`config.mk`:
```
export PLATFORM = sky130hd
export DESIGN_NAME = decompress_bit
export DESIGN_NICKNAME = d
export VERILOG_FILES = /design/src/rtl/decompress_bit.sv
export SDC_FILE = /design/constraint.sdc
export NUM_CORES = 1
export LEC_CHECK = 0
export ABC_AREA = 1
export CORE_MARGIN = 5
export CORE_UTILIZATION = 55
export DETAILED_ROUTE_END_ITERATION = 7
export GPL_TIMING_DRIVEN = 0
export PLACE_DENSITY = 0.91
export REMOVE_ABC_BUFFERS = 1
export SYNTH_ARGS = -nofsm -noshare
export SYNTH_HDL_FRONTEND = slang
export SYNTH_SLANG_ARGS = --single-unit
```
`constraint.sdc`:
```
create_clock -name clk -period 2.6 [get_ports clk]
set_input_delay 0.52 -clock clk [delete_from_list [all_inputs] [get_ports clk]]
set_output_delay 0.52 -clock clk [all_outputs]
set_load 0.02 [all_outputs]
```
`src/rtl/decompress_bit.sv`:
```
`default_nettype none
// ============================================================================
// Module   : decompress_bit
// Brief    : Block-floating-point IQ decompressor with packet framing check
//            and lockstep sideband delay (three register stages).
// Revision : 1.0
// ============================================================================
module decompress_bit #(
  parameter int NUM       = 7,
  parameter int RE_NUM    = 12,
  parameter int MAX_SHIFT = 9
) (
  input  logic              clk,
  input  logic              rst,
  input  logic              i_sel,
  input  logic              i_sop,
  input  logic              i_eop,
  input  logic              i_vld,
  input  logic [2*NUM-1:0]  i_din,
  input  logic [3:0]        i_shift,
  input  logic [6:0]        i_slot_idx,
  input  logic [3:0]        i_symb_idx,
  input  logic [8:0]        i_prb_idx,
  input  logic [3:0]        i_ch_type,
  input  logic [7:0]        i_info,
  output logic              o_sel,
  output logic              o_sop,
  output logic              o_eop,
  output logic              o_vld,
  output logic [31:0]       o_dout,
  output logic [6:0]        o_slot_idx,
  output logic [3:0]        o_symb_idx,
  output logic [8:0]        o_prb_idx,
  output logic [3:0]        o_type,
  output logic [7:0]        o_info,
  output logic              o_err,
  output logic [4:0]        o_re_cnt
);

  localparam logic [3:0] C_MAX_EXP = 4'(MAX_SHIFT);
  localparam logic [5:0] C_RE_LEN  = 6'(RE_NUM);

  typedef enum logic [0:0] {
    ST_IDLE = 1'b0,
    ST_PKT  = 1'b1
  } state_t;

  typedef struct packed {
    logic       sel;
    logic       sop;
    logic       eop;
    logic       vld;
    logic [6:0] slot;
    logic [3:0] symb;
    logic [8:0] prb;
    logic [3:0] ch_type;
    logic [7:0] info;
    logic       err;
    logic [4:0] re_cnt;
  } side_t;

  state_t         state_q, state_d;
  logic [4:0]     cnt_q, cnt_d;
  logic [3:0]     exp_lat_q, exp_lat_d;
  logic [4:0]     beat_idx;
  logic           beat_err;
  logic [3:0]     beat_exp;

  side_t          s1_side_q, s1_side_d, s2_side_q, s2_side_d, s3_side_q, s3_side_d;
  logic [NUM-1:0] s1_im_q, s1_im_d, s1_qm_q, s1_qm_d;
  logic [3:0]     s1_exp_q, s1_exp_d, s2_exp_q, s2_exp_d;
  logic [15:0]    s2_ia_q, s2_ia_d, s2_qa_q, s2_qa_d;
  logic [15:0]    s3_i_q, s3_i_d, s3_q_q, s3_q_d;

  // Framing FSM; cnt_q holds the index the next in-packet beat will carry.
  always_comb begin
    state_d   = state_q;
    cnt_d     = cnt_q;
    exp_lat_d = exp_lat_q;
    beat_idx  = 5'd0;
    beat_err  = 1'b0;
    beat_exp  = exp_lat_q;
    if (i_vld) begin
      if (i_sop) begin
        beat_exp  = (i_shift > C_MAX_EXP) ? C_MAX_EXP : i_shift;
        exp_lat_d = beat_exp;
        beat_err  = (i_shift > C_MAX_EXP) || (state_q == ST_PKT);
        if (i_eop) begin
          beat_err = beat_err || (C_RE_LEN != 6'd1);
          state_d  = ST_IDLE;
          cnt_d    = 5'd0;
        end else begin
          state_d  = ST_PKT;
          cnt_d    = 5'd1;
        end
      end else if (state_q == ST_PKT) begin
        beat_idx = cnt_q;
        cnt_d    = (cnt_q == 5'd31) ? 5'd31 : cnt_q + 5'd1;
        if (i_eop) begin
          beat_err = (({1'b0, cnt_q} + 6'd1) != C_RE_LEN);
          state_d  = ST_IDLE;
          cnt_d    = 5'd0;
        end
      end else begin
        beat_err = 1'b1;
      end
    end
  end

  // Stage 1: capture; invalid beats carry zero data so they decode to zero.
  always_comb begin
    s1_side_d         = '0;
    s1_side_d.sel     = i_sel;
    s1_side_d.sop     = i_sop;
    s1_side_d.eop     = i_eop;
    s1_side_d.vld     = i_vld;
    s1_side_d.slot    = i_slot_idx;
    s1_side_d.symb    = i_symb_idx;
    s1_side_d.prb     = i_prb_idx;
    s1_side_d.ch_type = i_ch_type;
    s1_side_d.info    = i_info;
    s1_side_d.err     = beat_err;
    s1_side_d.re_cnt  = beat_idx;
    s1_im_d           = i_vld ? i_din[2*NUM-1:NUM] : '0;
    s1_qm_d           = i_vld ? i_din[NUM-1:0]     : '0;
    s1_exp_d          = i_vld ? beat_exp           : 4'd0;
  end

  // Stages 2 and 3: align mantissa to the MSB, then arithmetic shift right.
  always_comb begin
    s2_side_d = s1_side_q;
    s2_exp_d  = s1_exp_q;
    s2_ia_d   = {s1_im_q, {(16-NUM){1'b0}}};
    s2_qa_d   = {s1_qm_q, {(16-NUM){1'b0}}};
    s3_side_d = s2_side_q;
    s3_i_d    = 16'($signed(s2_ia_q) >>> s2_exp_q);
    s3_q_d    = 16'($signed(s2_qa_q) >>> s2_exp_q);
  end

  always_ff @(posedge clk) begin
    if (rst) begin
      state_q   <= ST_IDLE;
      cnt_q     <= 5'd0;
      exp_lat_q <= 4'd0;
      s1_side_q <= '0;
      s1_im_q   <= '0;
      s1_qm_q   <= '0;
      s1_exp_q  <= 4'd0;
      s2_side_q <= '0;
      s2_exp_q  <= 4'd0;
      s2_ia_q   <= 16'd0;
      s2_qa_q   <= 16'd0;
      s3_side_q <= '0;
      s3_i_q    <= 16'd0;
      s3_q_q    <= 16'd0;
    end else begin
      state_q   <= state_d;
      cnt_q     <= cnt_d;
      exp_lat_q <= exp_lat_d;
      s1_side_q <= s1_side_d;
      s1_im_q   <= s1_im_d;
      s1_qm_q   <= s1_qm_d;
      s1_exp_q  <= s1_exp_d;
      s2_side_q <= s2_side_d;
      s2_exp_q  <= s2_exp_d;
      s2_ia_q   <= s2_ia_d;
      s2_qa_q   <= s2_qa_d;
      s3_side_q <= s3_side_d;
      s3_i_q    <= s3_i_d;
      s3_q_q    <= s3_q_d;
    end
  end

  assign o_sel      = s3_side_q.sel;
  assign o_sop      = s3_side_q.sop;
  assign o_eop      = s3_side_q.eop;
  assign o_vld      = s3_side_q.vld;
  assign o_slot_idx = s3_side_q.slot;
  assign o_symb_idx = s3_side_q.symb;
  assign o_prb_idx  = s3_side_q.prb;
  assign o_type     = s3_side_q.ch_type;
  assign o_info     = s3_side_q.info;
  assign o_err      = s3_side_q.err;
  assign o_re_cnt   = s3_side_q.re_cnt;
  assign o_dout     = {s3_i_q, s3_q_q};

endmodule
`default_nettype wire

```
==> results.json, run 1 <==
{
  "routabilityCongestion": 0.8899,
  "drive_gt1_frac": 0.04262,
  "num_rows": 40,
  "worstSetupPathType": "reg2out",
  "holdBufCountCts": 0,
  "start_util": 0.5566,
  "grt-busiest-layer": "met2",
  "grt_pass1_vias": 4840,
  "via_per_inst": 4.571,
  "maxCapViolCount": 0,
  "path_max_fanout": 1,
  "cts_sinks": 204,
  "cp_slowest_cell": "clkdlybuf4s50_1",
  "clk_latency_ns": 0.49,
  "use_met1": 0.2334,
  "synth_edf_count": 0,
  "hold_violations": 0,
  "antenna_found_initial": 0,
  "period_needed_ns": 1.961,
  "grt_pass1_wl_um": 22690,
  "core_area_um2": 11960,
  "ys.flop_type": "dfxtp_1",
  "synth_cells": 826,
  "slew_headroom": 0.4700,
  "postRouteWirelength_um": 13690,
  "hpwl_um": 9204,
  "numCtsBuffers": 20,
  "synth_top_area_share": 0.6134,
  "synthTopCellsByCount": "204 x dfxtp_1, 178 x inv_1, 173 x nor2_1, 146 x nand2_1, 56 x nand3_1",
  "wl_per_cell_um": 12.34,
  "design_area_um2": 8666,
  "yosysMostFrequentCell": "dfxtp_1",
  "grt_util_all_layers": 0.1908,
  "postSynthAreaPerCell_um2": 8.060,
  "yosys_warnings": 0,
  "synth-seq-cells": 204,
  "pre_cts_slack_ns": 0.5657,
  "worst_clock_skew_ns": 0.01507,
  "cp_cell_sequence": "clkdlybuf4s50_1",
  "antenna_left": 0,
  "vias": 5069,
  "cp_data_arrival_time_ns": 1.44,
  "layout_setup_ws_ns": 0.6394,
  "met3_usage": 0.02922,
  "fmax_ghz": 0.5100,
  "grtUsageMet2": 0.3463,
  "cts_repair_resize_count": 0,
  "areaGrowthSynthToFinish_pct": 30.16,
  "port_buffers": 129,
  "critPathBufInv": 1,
  "post-route-period-util": 0.7541,
  "power_density_nw_per_um2": 751.3,
  "overflow": 0,
  "hold_class": "reg2reg",
  "diodes": 0,
  "die_x_um": 120.0,
  "synth_largest_area_cell": "dfxtp_1",
  "ios": 130,
  "fin_nets": 1007,
  "htree_levels": 1,
  "die_h_um": 120.0,
  "synth_cell_types": 23,
  "max_slew.worst_pin.slew_ns": 0.7920,
  "cts_buffer_depth": 3,
  "leakage_nw": 3.973,
  "maxSlewViolCount": 0,
  "rsz0062_at_grt": "no",
  "status": "finished, final reports clean",
  "dr.pass1.iters": 5,
  "grt_max_degree": 100,
  "drtIter0Drc": 337,
  "synth_area_um2": 6658,
  "post_cts_buffers": 0,
  "path_clk_slew_ns": 0.06,
  "critical-path-top-delay-family": "buffers and inverters",
  "worstSetupEndpointType": "output pin",
  "required_ns": 2.08,
  "clockRootBuffer": "clkbuf_16",
  "die-area_um2": 14400,
  "start_kind": "flip-flop",
  "async_flop_share": 0,
  "dpl_cell_area_um2": 7980,
  "seq_area_frac_synth": 0.6134,
  "yosys-top-cells-area": "dfxtp_1 61%, inv_1 10%, nor2_1 9.8%",
  "drc_errors": 0,
  "cts_tree": "built",
  "cp_slowest_stage_delay_ns": 0.64,
  "ir_drop_mv": 0.4875,
  "finalSetupViolCount": 0
}
[registers in the layout, summed over array words and instances (netlist names), 4 cells and up]
name	count
s1_im_q	7
s2_side_q	42
cnt_q	5
o_symb_idx	4
o_slot_idx	7
s3_q_q	16
s2_ia_q	7
o_prb_idx	9
s2_qa_q	7
o_type	4
s2_exp_q	4
s1_exp_q	4
exp_lat_q	4
s1_qm_q	7
o_re_cnt	5
s1_side_q	42
o_info	8
s3_i_q	16
[area by class of cell]
class	count	area (µm²)
inverter	180	675.6
sequential	204	4084
tap	147	183.9
clock inverter	11	136.4
multi-input combinational	412	1720
fill	815	3296
timing repair buffer	130	1316
clock buffer	25	549.3
[cells in the final DEF, fill, tap and decap left out]
cell type,instances
o21bai_1,1
nand2_1,146
o22ai_1,1
clkinvlp_4,1
inv_1,178
xor2_1,1
clkdlybuf4s50_1,128
inv_2,2
nand3_1,56
o21ai_0,8
nor2_1,173
buf_4,1
clkbuf_8,3
ha_1,3
dfxtp_1,204
clkbuf_1,2
nor2_2,1
buf_16,1
a22oi_1,2
a21oi_1,11
clkinv_2,6
clkinv_16,1
nor2_4,2
clkinv_4,1
o21a_1,1
o21ai_1,1
bufinv_16,2
clkbuf_16,20
nand4_1,5
[logic make-up after synthesis]
kind of cell	Yosys count	share of synthesized area
simple gates	383	0.2310
xor+xnor	1	0.001316
buf+inv	210	0.1282
compound gates	25	0.02048
fa+ha+maj	3	0.005639
flops	204	0.6134
[power by group]
part           total, W  internal, W  switching, W
registers       0.00326      0.00322     0.0000371
logic          0.000361     0.000167      0.000194
clock network   0.00289      0.00172       0.00117
total           0.00651      0.00511       0.00140
[final timing paths]
| check | from | endpoint | slack (ns) | cells after the start |
|---|---|---|---|---|
| min reg2reg | s1_exp_q[2]$_SDFF_PP0_ | s2_exp_q[2]$_SDFF_PP0_ | 0.39 | 2 |
| min | s1_exp_q[2]$_SDFF_PP0_ | s2_exp_q[2]$_SDFF_PP0_ | 0.39 | 2 |
| max | s3_q_q[15]$_SDFF_PP0_ | o_dout[15] | 0.64 | 1 |
| max reg2reg | s2_exp_q[0]$_SDFF_PP0_ | s3_i_q[9]$_SDFF_PP0_ | 0.68 | 7 |
[layer usage]
layer  vias to the layer above  routed length [µm]
met3                        24                 937
met5                         -                   0
li1                       2631                   -
met2                       181                7036
met4                         0                 316
met1                      2233                5398
[metrics by stage]
stage                     setup TNS (ns)  hold WS [ns]  utilization  instances  total power (W)
final                                  0        0.3922       0.7245       1109         0.006511
after floorplan                        0        0.3883            -        796         0.003479
after global placement           -511.88        0.3884       0.6651       1072         0.003673
after CTS                              0        0.3960       0.7245       1109         0.006572
after global routing                   0        0.4137       0.7245       1109         0.006780
after detailed placement               0        0.3920       0.6672       1073         0.003686
No activity file was read; power rests on OpenSTA's default activity.
==> run 2, diff against run 1 <==
--- a/config.mk
+++ b/config.mk
@@ -7,10 +7,10 @@
 export LEC_CHECK = 0
 export ABC_AREA = 1
 export CORE_MARGIN = 5
-export CORE_UTILIZATION = 55
+export CORE_UTILIZATION = 46
 export DETAILED_ROUTE_END_ITERATION = 7
 export GPL_TIMING_DRIVEN = 0
-export PLACE_DENSITY = 0.91
+export PLACE_DENSITY = 0.82
 export REMOVE_ABC_BUFFERS = 1
 export SYNTH_ARGS = -nofsm -noshare
 export SYNTH_HDL_FRONTEND = slang
==> constraint.sdc (replaced) <==
create_clock -name clk -period 1.64 [get_ports clk]
set_input_delay 0.328 -clock clk [delete_from_list [all_inputs] [get_ports clk]]
set_output_delay 0.328 -clock clk [all_outputs]
set_load 0.02 [all_outputs]
==> results.json, run 2 (same netlist as run 1, synthesis figures left out) <==
{
  "ir_drop_mv": 0.6374,
  "hold_class": "in2reg",
  "reg2reg_to": "s1_side_q[5]$_SDFF_PP0_",
  "fin_nets": 1011,
  "rsz0062_at_grt": "no",
  "cp_common_cell": "nand3_1",
  "cts_tree": "built",
  "dp_cells": 1110,
  "start_util": 0.4633,
  "numCtsBuffers": 21,
  "grt_util_all_layers": 0.1459,
  "hold_depth": 2,
  "cp_cell_sequence": "ha_2 > nand3_1 > ha_1 > nor2_1 > nand3_1 > nand2_1 > a21oi_1",
  "cts_sinks": 204,
  "holdPathEnd": "s1_side_q[34]$_SDFF_PP0_",
  "fmax_ghz": 0.6594,
  "num_rows": 44,
  "grt_pass1_wl_um": 20370,
  "rrSetupSlack_ns": 0.12,
  "post-route-period-util": 0.9247,
  "core_area_um2": 14370,
  "maxSlewViolCount": 0,
  "wl_per_cell_um": 10.87,
  "cp_slowest_cell": "dfxtp_1",
  "status": "finished, final reports clean",
  "diodes": 0,
  "holdBufCountCts": 0,
  "leakage_nw": 4.318,
  "power.total_w": 0.01027,
  "drive_gt1_frac": 0.05584,
  "worst_clock_skew_ns": 0.005295,
  "clk_latency_ns": 0.49,
  "vias": 4943,
  "mostFrequentLayoutCells": "200 x dfxtp_1, 176 x inv_1, 172 x nor2_1",
  "reg2regPathDepth": 7,
  "start_kind": "flip-flop",
  "antenna_found_initial": 0,
  "path_max_fanout": 6,
  "cp_slowest_stage_delay_ns": 0.42,
  "port_buffers": 129,
  "maxCapViolCount": 0,
  "hold_violations": 0,
  "ios": 130,
  "required_ns": 1.98,
  "clockRootBuffer": "clkbuf_16",
  "drtIter0Drc": 279,
  "routabilityCongestion": 0.8708,
  "stdcell_count": 1151,
  "grt_max_degree": 88,
  "n_fill_cell": 1242,
  "dr.pass1.iters": 5,
  "antenna_left": 0,
  "finalSetupViolCount": 0,
  "max_slew.worst_pin.slew_ns": 0.6406,
  "worstHoldStart": "rst",
  "period_needed_ns": 1.516,
  "worstSetupPathType": "reg2reg",
  "die_h_um": 130.3,
  "cts_buffer_depth": 3,
  "hpwl_um": 8656,
  "power_density_nw_per_um2": 1186,
  "via_per_inst": 4.295,
  "grt_pass1_vias": 4418,
  "layout_commonest_cell": "dfxtp_1",
  "die_x_um": 130.3,
  "areaGrowthSynthToFinish_pct": 30.11,
  "htree_levels": 1,
  "overflow": 0,
  "postRouteWirelength_um": 12520,
  "path_clk_slew_ns": 0.06,
  "die-area_um2": 16980,
  "worstSetupEndpointType": "flip-flop",
  "timing.rr.start": "cnt_q[1]$_SDFFE_PP0P_",
  "slew_headroom": 0.5729,
  "reg_top3": "s1_side_q x42, s2_side_q x42",
  "drc_errors": 0,
  "cp_data_arrival_time_ns": 1.86
}
==> run 2: how the worst max path moves through the flow <==
stage,startpoint,slack [ns],cells after the start,end
after global placement,rst,-4.52,4,s3_q_q[1]$_SDFF_PP0_
after CTS,s2_exp_q[2]$_SDFF_PP0_,0.01,4,s3_q_q[7]$_SDFF_PP0_
after global routing,cnt_q[1]$_SDFFE_PP0P_,0.006,7,s1_side_q[5]$_SDFF_PP0_
final,cnt_q[1]$_SDFFE_PP0P_,0.12,7,s1_side_q[5]$_SDFF_PP0_
after detailed placement,rst,-0.38,5,s3_q_q[0]$_SDFF_PP0_
after floorplan,s2_exp_q[0]$_SDFF_PP0_,0.21,7,s3_i_q[9]$_SDFF_PP0_
==> run 2: report_power, final <==
group / switching (W) / internal [W]
Clock: 0.00185 / 0.00271
Sequential: 0.0000554 / 0.00511
Combinational: 0.000294 / 0.000240
Total: 0.00220 / 0.00807
==> run 2: worst max-delay path: cells and delay by family, from the launching register on <==
family	cells	cell delay [ns]
compound gates	1	0.05
flops	1	0.42
simple gates	4	0.37
fa+ha+maj	2	0.54
==> run 2: stage by stage <==
step           setup slack [ns]  area (µm²)  hold WS [ns]    util  TNS [ns]
2_1_floorplan            0.2076        6480        0.3883       -         0
3_3_place_gp             -4.522        8001        0.3885  0.5569   -690.45
3_5_place_dp            -0.3769        8026        0.3917  0.5586    -9.137
4_1_cts                 0.01245        8625        0.3333  0.6002         0
5_1_grt                0.006423        8662        0.3600  0.6028         0
6_report                 0.1235        8662        0.3309  0.6028         0
==> run 2: layout make-up <==
type,count,area (µm²),share of cell area
Timing Repair Buffer,132,1239,0.1430
Clock inverter,11,100.1,0.01156
Clock buffer,27,588.1,0.06789
Tap cell,184,230.2,0.02658
Sequential cell,204,4091,0.4723
Multi-Input combinational cell,412,1725,0.1992
Timing Repair inverter,1,5.005,0.0005778
Inverter,180,683.2,0.07887
==> run 2: per-layer routing <==
layer / wire length [µm] / global-route usage / vias to the layer above
met1: 5335 / 0.1892 / 2104
met2: 5784 / 0.2366 / 156
li1: - / - / 2647
met5: 0 / 0 / -
met4: 466 / 0.06846 / 0
met3: 929 / 0.02620 / 36
==> run 2: what timing repair did <==
action                     in CTS  in global routing
buffers inserted                0                  2
gates cloned                    0                  1
setup endpoints to repair     104                 20
hold endpoints to repair        0                  0
resized for setup              76                  7
==> run 3, diff against run 2 <==
--- a/config.mk
+++ b/config.mk
@@ -6,12 +6,15 @@
 export NUM_CORES = 1
 export LEC_CHECK = 0
 export ABC_AREA = 1
+export CELL_PAD_IN_SITES_DETAIL_PLACEMENT = 1
+export CELL_PAD_IN_SITES_GLOBAL_PLACEMENT = 2
 export CORE_MARGIN = 5
-export CORE_UTILIZATION = 46
+export CORE_UTILIZATION = 26
 export DETAILED_ROUTE_END_ITERATION = 7
 export GPL_TIMING_DRIVEN = 0
-export PLACE_DENSITY = 0.82
+export PLACE_DENSITY = 0.8
 export REMOVE_ABC_BUFFERS = 1
+export SLEW_MARGIN = 10
 export SYNTH_ARGS = -nofsm -noshare
 export SYNTH_HDL_FRONTEND = slang
 export SYNTH_SLANG_ARGS = --single-unit
==> results.json, run 3 (same netlist as run 1, synthesis figures left out) <==
{
  "status": "finished, final reports clean",
  "numCtsBuffers": 23,
  "slew_headroom": 0.6668,
  "htree_levels": 1,
  "antenna_left": 0,
  "required_ns": 1.31,
  "path_max_fanout": 1,
  "fin_util": 0.3543,
  "worst_clock_skew_ns": 0.008272,
  "hold_class": "in2reg",
  "antenna_found_initial": 1,
  "layout_commonest_cell": "dfxtp_1",
  "port_buffers": 129,
  "hold_depth": 2,
  "mostFrequentLayoutCells": "199 x dfxtp_1, 175 x inv_1, 172 x nor2_1",
  "via_per_inst": 3.928,
  "clockRootBuffer": "clkbuf_16",
  "max_slew.worst_pin.slew_ns": 0.4992,
  "dr.pass1.iters": 4,
  "overflow": 0,
  "regArea_um2": 4095,
  "fmax_ghz": 0.6652,
  "cp_slowest_stage_delay_ns": 0.38,
  "ir_drop_mv": 0.5753,
  "core_area_um2": 25180,
  "wl_per_cell_um": 11.24,
  "worstSetupPathType": "reg2out",
  "clk_latency_ns": 0.49,
  "grt_util_all_layers": 0.1027,
  "die-area_um2": 28910,
  "die_h_um": 170.0,
  "drc_errors": 0,
  "wl_met2_um": 6884,
  "cp_data_arrival_time_ns": 1.18,
  "postRouteWirelength_um": 14620,
  "cts_sinks": 204,
  "crit_cells": 1,
  "n_fill_cell": 3018,
  "maxSlewViolCount": 0,
  "period_needed_ns": 1.503,
  "reg2regPathDepth": 7,
  "num_rows": 58,
  "wl_met3_um": 1543,
  "design_area_um2": 8921,
  "grt_pass1_vias": 5257,
  "routabilityCongestion": 0.7752,
  "grt_pass1_wl_um": 24880,
  "hold_violations": 0,
  "dpl_cell_area_um2": 8213,
  "post-route-period-util": 0.9166,
  "rsz0062_at_grt": "no",
  "start_kind": "flip-flop",
  "maxCapViolCount": 0,
  "areaGrowthSynthToFinish_pct": 34.00,
  "multi_input_area_um2": 1723,
  "finalSetupViolCount": 0,
  "holdBufCountCts": 0,
  "cp_slowest_cell": "dlygate4sd2_1",
  "critical-path-top-delay-family": "buffers and inverters",
  "vias": 5106,
  "drive_gt1_frac": 0.05676,
  "power_density_nw_per_um2": 1198,
  "start_util": 0.2644,
  "cts_tree": "built",
  "cts_buffer_depth": 3,
  "die_x_um": 170.0,
  "leakage_nw": 4.358,
  "cp_cell_sequence": "dlygate4sd2_1",
  "fin_nets": 1013,
  "hpwl_um": 10170,
  "reg_top3": "s1_side_q x42, s2_side_q x42",
  "grt_max_degree": 99,
  "ios": 130,
  "drtIter0Drc": 145,
  "critPathBufInv": 1,
  "met1Wirelength_um": 5967,
  "path_clk_slew_ns": 0.06,
  "top_layer": "met4",
  "worstSetupEndpointType": "output pin"
}
-- run 3: changes by cell type in the layout (fill, tap and decap cells not counted), moves of 2 or more --
cell and change:
clkbuf_1 +2, clkbuf_16 +2, clkbuf_8 +4, clkinv_4 -2
inv_6 -2, o21ai_0 -2, o21ai_1 +2
-- run 3: worst paths after layout --
| path | slack [ns] | from | endpoint |
|---|---|---|---|
| hold / removal | 0.20 | rst | s2_side_q[10]$_SDFF_PP0_ |
| setup reg to reg | 0.14 | cnt_q[0]$_SDFFE_PP0P_ | s1_side_q[5]$_SDFF_PP0_ |
| setup / recovery | 0.14 | o_info[3]$_SDFF_PP0_ | o_info[3] |
| hold reg to reg | 0.39 | s1_exp_q[0]$_SDFF_PP0_ | s2_exp_q[0]$_SDFF_PP0_ |
-- run 3: layer usage --
| layer | global-route usage | up-vias |
|---|---|---|
| met2 | 0.1759 | 109 |
| met5 | 0 | - |
| met3 | 0.04599 | 22 |
| met4 | 0.02813 | 0 |
| met1 | 0.1164 | 2326 |
| li1 | - | 2649 |
-- run 3: cell type report --
| type | instances | area share |
|---|---|---|
| Inverter | 180 | 0.07700 |
| Clock buffer | 35 | 0.07854 |
| Timing Repair Buffer | 132 | 0.1393 |
| Tap cell | 330 | 0.04628 |
| Clock inverter | 5 | 0.005610 |
| Sequential cell | 204 | 0.4590 |
| Multi-Input combinational cell | 412 | 0.1931 |
| Timing Repair inverter | 1 | 0.0008415 |
| Antenna cell | 1 | 0.0002805 |
-- run 3: through the flow --
stage	hold WS (ns)	std cells	TNS (ns)	power [W]	worst slack (ns)
after CTS	0.1864	1296	-0.001262	0.01092	-0.001262
after floorplan	0.3883	796	0	0.005515	0.2076
after global placement	0.3887	1255	-790.35	0.005856	-5.204
after detailed placement	0.3951	1256	-19.36	0.005860	-0.5611
final	0.2018	1300	0	0.01069	0.1367
after global routing	0.2039	1300	0	0.01122	0.002783
-- run 3: repair_timing --
action / in CTS / in global routing
endpoints found under the hold margin: 0 / 0
resized for setup: 77 / 11
setup endpoints to repair: 105 / 33
gates cloned: 0 / 1
setup buffers: 0 / 2
-- run 3: where the power goes --
group          switching, W  internal, W  total, W
logic              0.000302     0.000242  0.000544
clock network       0.00190      0.00308   0.00498
registers         0.0000545      0.00511   0.00517
